**src/rtl/axi_stream_pkt_arb_pkg.sv**
```systemverilog
// Shared types and helpers for the packet-aware round-robin stream arbiter.
package axi_stream_pkt_arb_pkg;

    // Widest requester vector the priority helper can search.
    localparam int MAX_IN = 32;

    typedef enum logic {
        ARB_IDLE,
        ARB_LOCK
    } arb_state_e;

    // Returns the first requesting index found when scanning ptr, ptr+1 ..
    // ptr+n-1 (mod n), or -1 when nobody requests. Scanning backwards lets
    // the lowest rotated offset overwrite any later hit.
    function automatic int rr_next(input int ptr, input logic [MAX_IN-1:0] req, input int n);
        int k;
        int win;
        win = -1;
        for (int i = n - 1; i >= 0; i--) begin
            k = (ptr + i) % n;
            if (req[k[4:0]]) begin
                win = k;
            end
        end
        return win;
    endfunction

endpackage

```
**src/rtl/axi_stream_pkt_arb_rr_pri_sel.sv**
```systemverilog
// Rotating-priority encoder: picks the first active request at or after ptr.
module axi_stream_pkt_arb_rr_pri_sel
    import axi_stream_pkt_arb_pkg::*;
#(
    parameter int NUM_IN = 4
) (
    input  logic [NUM_IN-1:0]         req_i,
    input  logic [$clog2(NUM_IN)-1:0] ptr_i,
    output logic                      any_o,
    output logic [$clog2(NUM_IN)-1:0] idx_o
);

    localparam int SEL_W = $clog2(NUM_IN);

    logic [MAX_IN-1:0] reqWide;
    int                win;

    // Widen the request vector and search it starting from the pointer.
    always_comb begin
        reqWide               = '0;
        reqWide[NUM_IN-1:0]   = req_i;
        win                   = rr_next(int'(ptr_i), reqWide, NUM_IN);
        any_o                 = (win >= 0);
        idx_o                 = win[SEL_W-1:0];
    end

endmodule

```
**src/rtl/axi_stream_pkt_arb.sv**
```systemverilog
// Packet-aware round-robin arbiter sharing one registered stream output
// between NUM_IN requesters. A grant lasts from arbitration until the EOP beat.
module axi_stream_pkt_arb
    import axi_stream_pkt_arb_pkg::*;
#(
    parameter int NUM_IN   = 4,
    parameter int DAT_BYTS = 8,
    parameter int CTL_BITS = 8,
    parameter int TAG_CTL  = 0
) (
    input  logic                                i_clk,
    input  logic                                i_rst_n,
    input  logic [NUM_IN-1:0]                   i_if_val,
    output logic [NUM_IN-1:0]                   i_if_rdy,
    input  logic [NUM_IN*DAT_BYTS*8-1:0]        i_if_dat,
    input  logic [NUM_IN-1:0]                   i_if_sop,
    input  logic [NUM_IN-1:0]                   i_if_eop,
    input  logic [NUM_IN-1:0]                   i_if_err,
    input  logic [NUM_IN*$clog2(DAT_BYTS)-1:0]  i_if_mod,
    input  logic [NUM_IN*CTL_BITS-1:0]          i_if_ctl,
    output logic                                o_if_val,
    input  logic                                o_if_rdy,
    output logic [DAT_BYTS*8-1:0]               o_if_dat,
    output logic                                o_if_sop,
    output logic                                o_if_eop,
    output logic                                o_if_err,
    output logic [$clog2(DAT_BYTS)-1:0]         o_if_mod,
    output logic [CTL_BITS-1:0]                 o_if_ctl,
    output logic [$clog2(NUM_IN)-1:0]           o_sel,
    output logic                                o_busy
);

    localparam int SEL_W = $clog2(NUM_IN);
    localparam int DAT_W = DAT_BYTS * 8;
    localparam int MOD_W = $clog2(DAT_BYTS);

    arb_state_e        state_q;
    logic [SEL_W-1:0]  ptr_q;
    logic [SEL_W-1:0]  sel_q;
    logic              busy_q;
    logic              firstBeat_q;

    logic              outVal_q;
    logic [DAT_W-1:0]  outDat_q;
    logic              outSop_q;
    logic              outEop_q;
    logic              outErr_q;
    logic [MOD_W-1:0]  outMod_q;
    logic [CTL_BITS-1:0] outCtl_q;

    logic              reqAny;
    logic [SEL_W-1:0]  reqIdx;
    logic              outLoad;
    logic              beatAcc;
    logic [SEL_W-1:0]  ptr_d;
    logic [DAT_W-1:0]  dat_d;
    logic              sop_d;
    logic              eop_d;
    logic              err_d;
    logic [MOD_W-1:0]  mod_d;
    logic [CTL_BITS-1:0] ctl_d;

    axi_stream_pkt_arb_rr_pri_sel #(
        .NUM_IN (NUM_IN)
    ) uPriSel (
        .req_i (i_if_val),
        .ptr_i (ptr_q),
        .any_o (reqAny),
        .idx_o (reqIdx)
    );

    // Mux the granted requester onto the output stage and decide acceptance.
    always_comb begin
        outLoad = ~outVal_q | o_if_rdy;
        beatAcc = (state_q == ARB_LOCK) && i_if_val[sel_q] && outLoad;
        dat_d   = i_if_dat[sel_q*DAT_W +: DAT_W];
        sop_d   = i_if_sop[sel_q];
        eop_d   = i_if_eop[sel_q];
        err_d   = i_if_err[sel_q] | (firstBeat_q & ~i_if_sop[sel_q]);
        mod_d   = i_if_mod[sel_q*MOD_W +: MOD_W];
        ctl_d   = i_if_ctl[sel_q*CTL_BITS +: CTL_BITS];
        if (TAG_CTL != 0) begin
            ctl_d[SEL_W-1:0] = sel_q;
        end
        ptr_d   = (sel_q == SEL_W'(NUM_IN - 1)) ? '0 : sel_q + 1'b1;
    end

    // Only the locked requester may see ready, and only when the output can load.
    always_comb begin
        i_if_rdy = '0;
        if (state_q == ARB_LOCK) begin
            i_if_rdy[sel_q] = outLoad;
        end
    end

    // Arbitration FSM plus the registered output beat.
    always_ff @(posedge i_clk) begin
        if (!i_rst_n) begin
            state_q     <= ARB_IDLE;
            ptr_q       <= '0;
            sel_q       <= '0;
            busy_q      <= 1'b0;
            firstBeat_q <= 1'b0;
            outVal_q    <= 1'b0;
            outDat_q    <= '0;
            outSop_q    <= 1'b0;
            outEop_q    <= 1'b0;
            outErr_q    <= 1'b0;
            outMod_q    <= '0;
            outCtl_q    <= '0;
        end else begin
            if (outLoad) begin
                outVal_q <= beatAcc;
                if (beatAcc) begin
                    outDat_q <= dat_d;
                    outSop_q <= sop_d;
                    outEop_q <= eop_d;
                    outErr_q <= err_d;
                    outMod_q <= mod_d;
                    outCtl_q <= ctl_d;
                end
            end
            case (state_q)
                ARB_IDLE: begin
                    if (reqAny) begin
                        state_q     <= ARB_LOCK;
                        sel_q       <= reqIdx;
                        busy_q      <= 1'b1;
                        firstBeat_q <= 1'b1;
                    end
                end
                ARB_LOCK: begin
                    if (beatAcc) begin
                        firstBeat_q <= 1'b0;
                        if (eop_d) begin
                            state_q <= ARB_IDLE;
                            busy_q  <= 1'b0;
                            ptr_q   <= ptr_d;
                        end
                    end
                end
                default: begin
                    state_q <= ARB_IDLE;
                end
            endcase
        end
    end

    assign o_if_val = outVal_q;
    assign o_if_dat = outDat_q;
    assign o_if_sop = outSop_q;
    assign o_if_eop = outEop_q;
    assign o_if_err = outErr_q;
    assign o_if_mod = outMod_q;
    assign o_if_ctl = outCtl_q;
    assign o_sel    = sel_q;
    assign o_busy   = busy_q;

endmodule
```
**config.mk**
```make
export PLATFORM = sky130hd
export DESIGN_NAME = axi_stream_pkt_arb
export DESIGN_NICKNAME = d
export VERILOG_FILES = /design/src/rtl/axi_stream_pkt_arb_pkg.sv /design/src/rtl/axi_stream_pkt_arb_rr_pri_sel.sv /design/src/rtl/axi_stream_pkt_arb.sv
export SDC_FILE = /design/constraint.sdc
export NUM_CORES = 1
export LEC_CHECK = 0
export ABC_AREA = 1
export CORE_AREA = 4 4 155 157
export CTS_CLUSTER_SIZE = 14
export DETAILED_ROUTE_END_ITERATION = 10
export DIE_AREA = 0 0 159 161
export GPL_TIMING_DRIVEN = 0
export HOLD_SLACK_MARGIN = 0.02
export PLACE_DENSITY = 0.62
export SLEW_MARGIN = 5
export SYNTH_ARGS = -nofsm -noshare
export SYNTH_HDL_FRONTEND = slang
export SYNTH_SLANG_ARGS = --single-unit
```
**constraint.sdc**
```tcl
create_clock -name i_clk -period 1.5 [get_ports i_clk]
set_input_delay 0.3 -clock i_clk [delete_from_list [all_inputs] [get_ports i_clk]]
set_output_delay 0.3 -clock i_clk [all_outputs]
set_load 0.01 [all_outputs]
```
; Word-level counts from Yosys, hierarchy flattened
; Cells that the tools add are included.
[totals]
out_inout_bits = 86
in_bits = 319
register_bits = 86
wordCells = 86
[op_classes]
add_sub_neg = 4
n_eq_ne = 4
bitwise = 10
shifts = 3
n_mux = 34
order_cmp = 7
mul = 1
n_reduce_logical = 11
[ops]
columns = cell, count
row1 = 256-bit by 9-bit indexed part select with 64-bit output, 1
row2 = 32-bit two-way mux, 4
row3 = 32-bit by 1-bit >= comparator with 1-bit output (second input constant), 1
row4 = 32-bit by 6-bit indexed part select with 8-bit output, 1
row5 = 5-bit by 6-bit < comparator with 1-bit output (second input constant), 3
row6 = 1-bit two-way mux, 16
row7 = 12-bit by 5-bit indexed part select with 3-bit output, 1
row8 = 1-bit binary-select mux with 2-bit select, 5
row9 = 1-bit binary-select mux with 3-bit select, 3
row10 = 2-bit by 6-bit < comparator with 1-bit output (second input constant), 1
row11 = 1-bit case mux with 2 select lines, 3
row12 = 2-bit AND reduction, 3
row13 = 3-bit AND reduction, 2
row14 = 2-bit OR reduction, 3
row15 = 2-bit by 1-bit adder with 2-bit output (second input constant), 2
row16 = 2-bit adder (second input constant), 2
row17 = 4-bit AND, 1
row18 = 2-bit by 2-bit multiplier with 4-bit output (second input constant), 1
row19 = 4-bit two-way mux, 1
row20 = 2-bit by 1-bit != test with 1-bit output (second input constant), 2
row21 = 1-bit AND (first input constant), 3
row22 = 1-bit logical AND, 3
row23 = 2-bit by 3-bit < comparator with 1-bit output (second input constant), 1
row24 = 1-bit NOT, 3
row25 = 7 further kinds, 8

; Longest topological paths before layout
; Gate-level depths: netlist of the first run.
[depth]
ltp_word = 12
ltp_mapped = 11
ltp_nobuf = 11

; Modules after synthesis
; From an unflattened synthesis of the first run, not the netlist that was laid out.
[hier_totals]
hier_cells = 903
area_unflattened_um2 = 5504.0
[modules_own_cells]
columns = mod, area_each_um2, cells_per_inst, n_inst
row1 = axi_stream_pkt_arb, 5270.1, 853, 1
row2 = axi_stream_pkt_arb_rr_pri_sel, 234.0, 50, 1

; Worst setup path before layout of the first run
; Ideal clock, no wire load.
[synth_timing]
path_type = flip-flop to output port
startpoint = register sel_q[1] (netlist: o_sel[1])
endpoint = output port i_if_rdy[0]
required_ns = 1.200
path_slack_ns = -0.218
n_path_buf = 2
stages_incl_launch_ff = 7
t_arrival_ns = 1.418
path_cell_list = dfxtp_1 -> inv_2 -> clkbuf_1 -> clkbuf_1 -> ha_1 -> inv_1 -> nor2_1
[synth_via]
elab_chain_len = 6
word_cells_on_any_way = 7
classes_between = order compare: 2 / mux: 3 / bitwise: 1 / reduce/logical: 1
[synth_rtl]
columns = element, line_no
row1 = start: declaration, axi_stream_pkt_arb.sv:39  ; logic [SEL_W-1:0] sel_q;
row2 = start signal: assignment, axi_stream_pkt_arb.sv:127  ; sel_q <= reqIdx;
row3 = 2-bit by 3-bit < comparator with 1-bit output (not written as such) or 2-bit by 1-bit >= comparator with 1-bit output (tied branches), axi_stream_pkt_arb.sv:92  ; i_if_rdy[sel_q] = outLoad;
row4 = 1-bit logical AND (not written as such), axi_stream_pkt_arb.sv:92
row5 = 1-bit two-way mux (not written as such), axi_stream_pkt_arb.sv:92
row6 = 1-bit demux with 2-bit select *, axi_stream_pkt_arb.sv:92
row7 = 4-bit AND (no line) *, --
row8 = 4-bit two-way mux *, axi_stream_pkt_arb.sv:91  ; if (state_q == ARB_LOCK) begin
row9 = end: declaration, axi_stream_pkt_arb.sv:14  ; output logic [NUM_IN-1:0] i_if_rdy,
; Every way passes the cells marked *; elsewhere a longest branch is shown, timed or not.

; Final worst setup path of the first run
[layout_timing]
startpoint = register sel_q[0] (netlist: o_sel[0])
endpoint = output port i_if_rdy[2]
; Same word-level chain as after synthesis.

==> results of run 1 <==
==> cells in the final DEF (no fill, tap or decap), drive strengths merged <==
cell / count
nand3: 12
o22ai: 77
dlymetal6s2s: 1
dlygate4sd2: 80
clkinv: 1
clkinvlp: 3
inv: 21
clkdlybuf4s50: 316
nor2: 315
a21oi: 13
buf: 58
nand2: 45
ha: 4
dfxtp: 86
diode: 1
o21ai: 235
clkbuf: 64
==> worst max path at each step <==
stage | end | slack [ns] | cells after the start
2_1_floorplan | o_if_dat[47] | 0.01 | 9
3_3_place_gp | i_if_rdy[0] | -1.02 | 7
3_5_place_dp | i_if_rdy[1] | -1.01 | 7
4_1_cts | i_if_rdy[1] | -0.26 | 7
5_1_grt | o_if_dat[30] | -0.36 | 10
6_report | i_if_rdy[2] | -0.25 | 7
==> routing by layer <==
layer	vias up	GRT usage [%]	share of wire (%)
met5	-	0	0
li1	3885	-	-
met1	3554	27.2	41
met2	318	42.2	49
met4	0	7.81	2.2
met3	45	7.04	7.8
==> cells in the mapped netlist (all sizes together) <==
| library cell | instances | area share [%] |
|---|---|---|
| nor2 | 315 | 22 |
| o21ai | 235 | 22 |
| dfxtp | 86 | 32 |
| o22ai | 77 | 9.1 |
| clkbuf | 50 | 3.5 |
| nand2 | 45 | 3.2 |
| buf | 26 | 2.6 |
| inv | 21 | 1.5 |
| a21oi | 13 | 1.3 |
| nand3 | 12 | 1.1 |
| ha | 4 | 0.94 |
==> power by group through the flow <==
stage                     Sequential, uW  Combinational (uW)  Clock, uW
after global routing                3010                6480       2370
after detailed placement            3010                5180          0
final                               2970                5970       2200
after floorplan                     3110                2270          0
after global placement              3010                5170          0
after CTS                           2930                5690       2260
==> layout make-up <==
type / instances / area, um^2
repair buffers: 433 / 4250
clock buffers: 12 / 256
plain buffers: 74 / 609
multi-input cells: 701 / 3530
fillers: 2357 / 11600
clock inverters: 4 / 31.3
well taps: 285 / 357
flip-flops and latches: 86 / 1730
inverters: 21 / 98.8
diodes: 1 / 2.50
==> timing repair <==
action                     in CTS  in global routing
setup endpoints to repair     172                 92
resized for setup             263                106
hold buffers                    0                  0
pin swaps                       7                 32
gates cloned                    3                  2
setup buffers                  24                  2
==> registers in the layout, summed over array words and instances (netlist names) <==
name / flops
o_if_dat: 64
state_q: 1
o_if_ctl: 8
o_if_err: 1
firstBeat_q: 1
ptr_q: 2
o_if_sop: 1
o_if_val: 1
o_if_eop: 1
o_if_mod: 3
o_busy: 1
o_sel: 2
==> cell families (layout without fill, tap and decap cells) <==
group,count (synthesis),after routing,share of synthesized area (%)
compound gates,325,325,32.5
fa+ha+maj,4,4,0.942
buf+inv,97,544,7.61
flops,86,86,32.4
other cells,0,1,0
simple gates,372,372,26.6
==> metrics by stage <==
step | hold WS, ns | worst slack (ns)
2_1_floorplan | 0.439 | 0.0116
3_3_place_gp | 0.451 | -1.02
3_5_place_dp | 0.458 | -1.01
4_1_cts | 0.319 | -0.263
5_1_grt | 0.367 | -0.359
6_report | 0.342 | -0.252
==> critical path, stage by stage (launching register included) <==
cell,delay (ns)
dfxtp_4,0.42
inv_8,0.05
buf_12,0.12
clkbuf_16,0.15
ha_4,0.15
inv_2,0.03
nor2_1,0.03
buf_2,0.15
==> flow_summary.json, run 1 <==
{
  "clock-sinks": 86,
  "clk_pin_slew_ns": 0.07,
  "rsz0062_at_grt": "yes",
  "hold_class": "in -> reg",
  "routed_wl_um": 32100,
  "slew_violations": 0,
  "status": "finished with violations",
  "placed_area_um2": 9720,
  "die_area_um2": 25600,
  "cts_tree": "done",
  "vias_per_cell": 4.82,
  "gp_congestion": 0.897,
  "setup_ws_ns": -0.252,
  "comb_power_share_pct": 53.6,
  "hold_viol": 0,
  "path_class": "reg -> out",
  "ir_worst_vdd_mv": 0.422,
  "sw_frac_of_total_pct": 40.1,
  "cp-startpoint": "o_sel[0]",
  "dr.first_iter.drc_count": 439,
  "hold_path_end": "o_if_dat[47]",
  "final_cells": 1617,
  "crit_path_start_kind": "register",
  "power_frac_seq_pct": 26.6,
  "root_buffer": "clkbuf_16",
  "cts_buffer_depth": 2,
  "ios": 405,
  "antenna_found_initial": 0,
  "max_freq_mhz": 571,
  "crit_path_end_kind": "output pin",
  "firstDrtPassIters": 4,
  "rows": 55,
  "initial_core_util_pct": 23.6,
  "grt_usage_pct": 23.7,
  "clkPwrFrac_pct": 19.8,
  "core_area_um2": 22500,
  "fin_crit_ns": 1.75,
  "avgSynthCellArea_um2": 6.01,
  "nets": 1649,
  "violations": "setup timing",
  "post-dp-hpwl_um": 24800,
  "netlist_instances": 884,
  "setup_viol": 88,
  "p_per_area_nw_per_um2": 1030,
  "drtAntennaViolNets": 0,
  "relSlewSlack_pct": 56.5,
  "grt_pass1_vias": 8021,
  "drive_gt1_share_pct": 14.7,
  "grt_pass1_wl_um": 47100,
  "hold_path_depth": 3,
  "ys_types": 16,
  "power.total_uw": 11100,
  "r2r_end": "o_if_dat[54]",
  "period_share_pct": 117,
  "p_leak_uw": 0.00462,
  "yosys_warnings": 0,
  "drc_errors": 0,
  "numCtsBuffers": 9,
  "final_util_pct": 48.3,
  "via_count": 7802,
  "final.setup_skew_ns": 0.00978,
  "syn_nets": 1207,
  "power.internal_uw": 6670,
  "htreeDepth": 3,
  "r2r_slack_ns": -0.23,
  "portBuffers": 403,
  "syn2layout_area_growth_pct": 104,
  "grt_max_degree": 15,
  "final_area_um2": 10900,
  "wl_per_cell_um": 19.8,
  "r2r_start": "o_sel[0]",
  "grt_overflow": 0,
  "rr_worst_depth": 11,
  "synth_area_um2": 5310,
  "arrival_ns": 1.45,
  "die_width_um": 159,
  "cap_violations": 0,
  "fin_setup_tns_ns": -15.21,
  "place_inst": 1572,
  "tightest_slew_ns": 0.652,
  "ys_seq_area_share_pct": 32.4,
  "synth_seq_cells": 86,
  "switching_power_uw": 4470,
  "hold_start": "i_rst_n",
  "insertion_delay_ns": 0.35,
  "required_ns": 1.20,
  "cp_max_fo": 4,
  "die_y_um": 161
}
(Power assumes the default switching activity.)
==> run 2: changes to the inputs <==
--- a/config.mk
+++ b/config.mk
@@ -6,6 +6,7 @@
 export NUM_CORES = 1
 export LEC_CHECK = 0
 export ABC_AREA = 1
+export CAP_MARGIN = 30
 export CORE_AREA = 4 4 155 157
 export CTS_CLUSTER_SIZE = 14
 export DETAILED_ROUTE_END_ITERATION = 10
==> results of run 2 <==
No change in the layout: final DEF, timing and power equal those of run 1.
==> run 3: changes to the inputs <==
--- a/config.mk
+++ b/config.mk
@@ -7,13 +7,13 @@
 export LEC_CHECK = 0
 export ABC_AREA = 1
 export CAP_MARGIN = 30
-export CORE_AREA = 4 4 155 157
+export CORE_AREA = 8 8 151 153
 export CTS_CLUSTER_SIZE = 14
 export DETAILED_ROUTE_END_ITERATION = 10
 export DIE_AREA = 0 0 159 161
 export GPL_TIMING_DRIVEN = 0
 export HOLD_SLACK_MARGIN = 0.02
-export PLACE_DENSITY = 0.62
+export PLACE_DENSITY = 0.68
 export SLEW_MARGIN = 5
 export SYNTH_ARGS = -nofsm -noshare
 export SYNTH_HDL_FRONTEND = slang
==> run 3 against run 2 <==
Clock power up 14%. Power up 6.9%. Sequential share of layout area down 0.53 points. Critical path depth up 4. Global-route usage up 2.2 points. Via count up 6.0%. Fmax down 3.7%. Count of clock-buffer cells in the layout down 3. The run still ends with setup timing left. Core utilization up 6.4 points.
==> flow_summary.json, run 3 (synthesis gave the netlist of run 1 again) <==
{
  "cp_slowest_stage_delay_ns": 0.43,
  "grt_usage_pct": 25.9,
  "root_buffer": "clkbuf_16",
  "ir_worst_vdd_mv": 0.581,
  "grt_pass1_vias": 8458,
  "final_util_pct": 54.7,
  "gp_congestion": 0.891,
  "hold_viol": 0,
  "drc_errors": 0,
  "cts_tree": "done",
  "hold_class": "in -> reg",
  "drive_gt1_share_pct": 16.7,
  "cp_max_fo": 8,
  "slew_violations": 0,
  "rsz0062_at_grt": "yes",
  "path_class": "reg -> reg",
  "setup_viol": 89,
  "htreeDepth": 3,
  "dr.first_iter.drc_count": 582,
  "post-dp-hpwl_um": 27300,
  "placed_area_um2": 9700,
  "drtAntennaViolNets": 0,
  "violations": "setup timing",
  "core_area_um2": 20600,
  "p_leak_uw": 0.00477,
  "clock-sinks": 86,
  "dp_slack_ns": -0.945,
  "crit_path_start_kind": "register",
  "die_width_um": 159,
  "nets": 1663,
  "grt_max_degree": 16,
  "crit_path_end_kind": "register",
  "grt_overflow": 0,
  "relSlewSlack_pct": 51.4,
  "die_y_um": 161,
  "final_cells": 1622,
  "via_count": 8268,
  "cp_slowest_cell": "dfxtp_4",
  "fin_crit_ns": 1.82,
  "p_per_area_nw_per_um2": 1060,
  "insertion_delay_ns": 0.35,
  "grt_pass1_wl_um": 51200,
  "power.total_uw": 11900,
  "period_share_pct": 121,
  "cts_hold_buf": 0,
  "initial_core_util_pct": 25.8,
  "power_frac_seq_pct": 25.0,
  "setup_ws_ns": -0.319,
  "status": "finished with violations",
  "final_area_um2": 11200,
  "firstDrtPassIters": 5,
  "antenna_found_initial": 12,
  "die_area_um2": 25600,
  "wl_per_cell_um": 22.1,
  "final.setup_skew_ns": 0.0102,
  "numCtsBuffers": 9,
  "largest_register_ffs": 64,
  "crit_path_cell_trace": "inv_8 -> buf_8 -> a21oi_4 -> o21ai_2 -> a21oi_2 -> buf_6 -> buf_12 -> buf_12 -> buf_8 -> o21ai_2 -> nor2_1",
  "arrival_ns": 2.11,
  "comb_power_share_pct": 54.1,
  "tightest_slew_ns": 0.728,
  "clkPwrFrac_pct": 21.0,
  "clk_pin_slew_ns": 0.07,
  "ios": 405,
  "cts_buffer_depth": 2,
  "switching_power_uw": 4720,
  "required_ns": 1.79,
  "syn2layout_area_growth_pct": 112,
  "vias_per_cell": 5.10,
  "power.internal_uw": 7190,
  "layout_common_cells": "316 x clkdlybuf4s50_1, 283 x nor2_1, 168 x o21ai_0",
  "rows": 53,
  "cap_violations": 0,
  "sw_frac_of_total_pct": 39.7,
  "max_freq_mhz": 550,
  "layout_commonest_cell": "clkdlybuf4s50_1",
  "routed_wl_um": 35800,
  "portBuffers": 403,
  "place_inst": 1562
}
[run 3: what timing repair did]
item	in CTS	in global routing
pin swaps	8	55
gates resized for setup	240	164
gates cloned	9	2
endpoints found under the setup margin	172	92
buffers inserted	27	8
[run 3: final timing paths]
path | cells past startpoint | startpoint | slack, ns | endpoint
min reg2reg | 2 | o_if_eop | 0.47 | o_if_eop
max | 11 | o_sel[0] | -0.32 | o_if_dat[18]
max reg2reg | 11 | o_sel[0] | -0.32 | o_if_dat[18]
min | 3 | i_rst_n | 0.33 | o_if_dat[43]
[run 3: metal layers]
metal | track usage, % | routed length [um]
met5 | 0 | 117
met4 | 9.31 | 1100
met3 | 11.0 | 3640
met2 | 44.8 | 17400
met1 | 27.9 | 13500
[run 3: area by class of cell]
| class | instances | area, um^2 |
|---|---|---|
| sequential | 86 | 1730 |
| clock buffer | 9 | 225 |
| inverter | 21 | 101 |
| clock inverter | 7 | 96.3 |
| antenna | 2 | 5.00 |
| multi-input combinational | 701 | 3610 |
| fill | 1995 | 9310 |
| tap | 275 | 344 |
| buffer | 73 | 619 |
| timing repair buffer | 448 | 4520 |
[run 3: power groups by stage]
| stage | sequential [uW] | combinational, uW | clock (uW) |
|---|---|---|---|
| final | 2970 | 6440 | 2500 |
| after CTS | 2910 | 5870 | 2530 |
| after global routing | 3020 | 6910 | 2640 |
| after detailed placement | 2990 | 5190 | 0 |
| after floorplan | 3110 | 2270 | 0 |
| after global placement | 2990 | 5180 | 0 |
[run 3: critical path: cells and delay by family, from the launching register on]
kind	cells	cell delay (ns)
buffers and inverters	6	0.71
AOI/OAI and AO/OA	4	0.47
and+or+nand+nor	1	0.13
DFF	1	0.43
[run 3: through the flow]
step	hold slack (ns)	setup TNS, ns
2_1_floorplan	0.439	0
3_3_place_gp	0.450	-51.27
3_5_place_dp	0.455	-51.63
4_1_cts	0.319	-16.23
5_1_grt	0.368	-27.71
6_report	0.334	-23.57
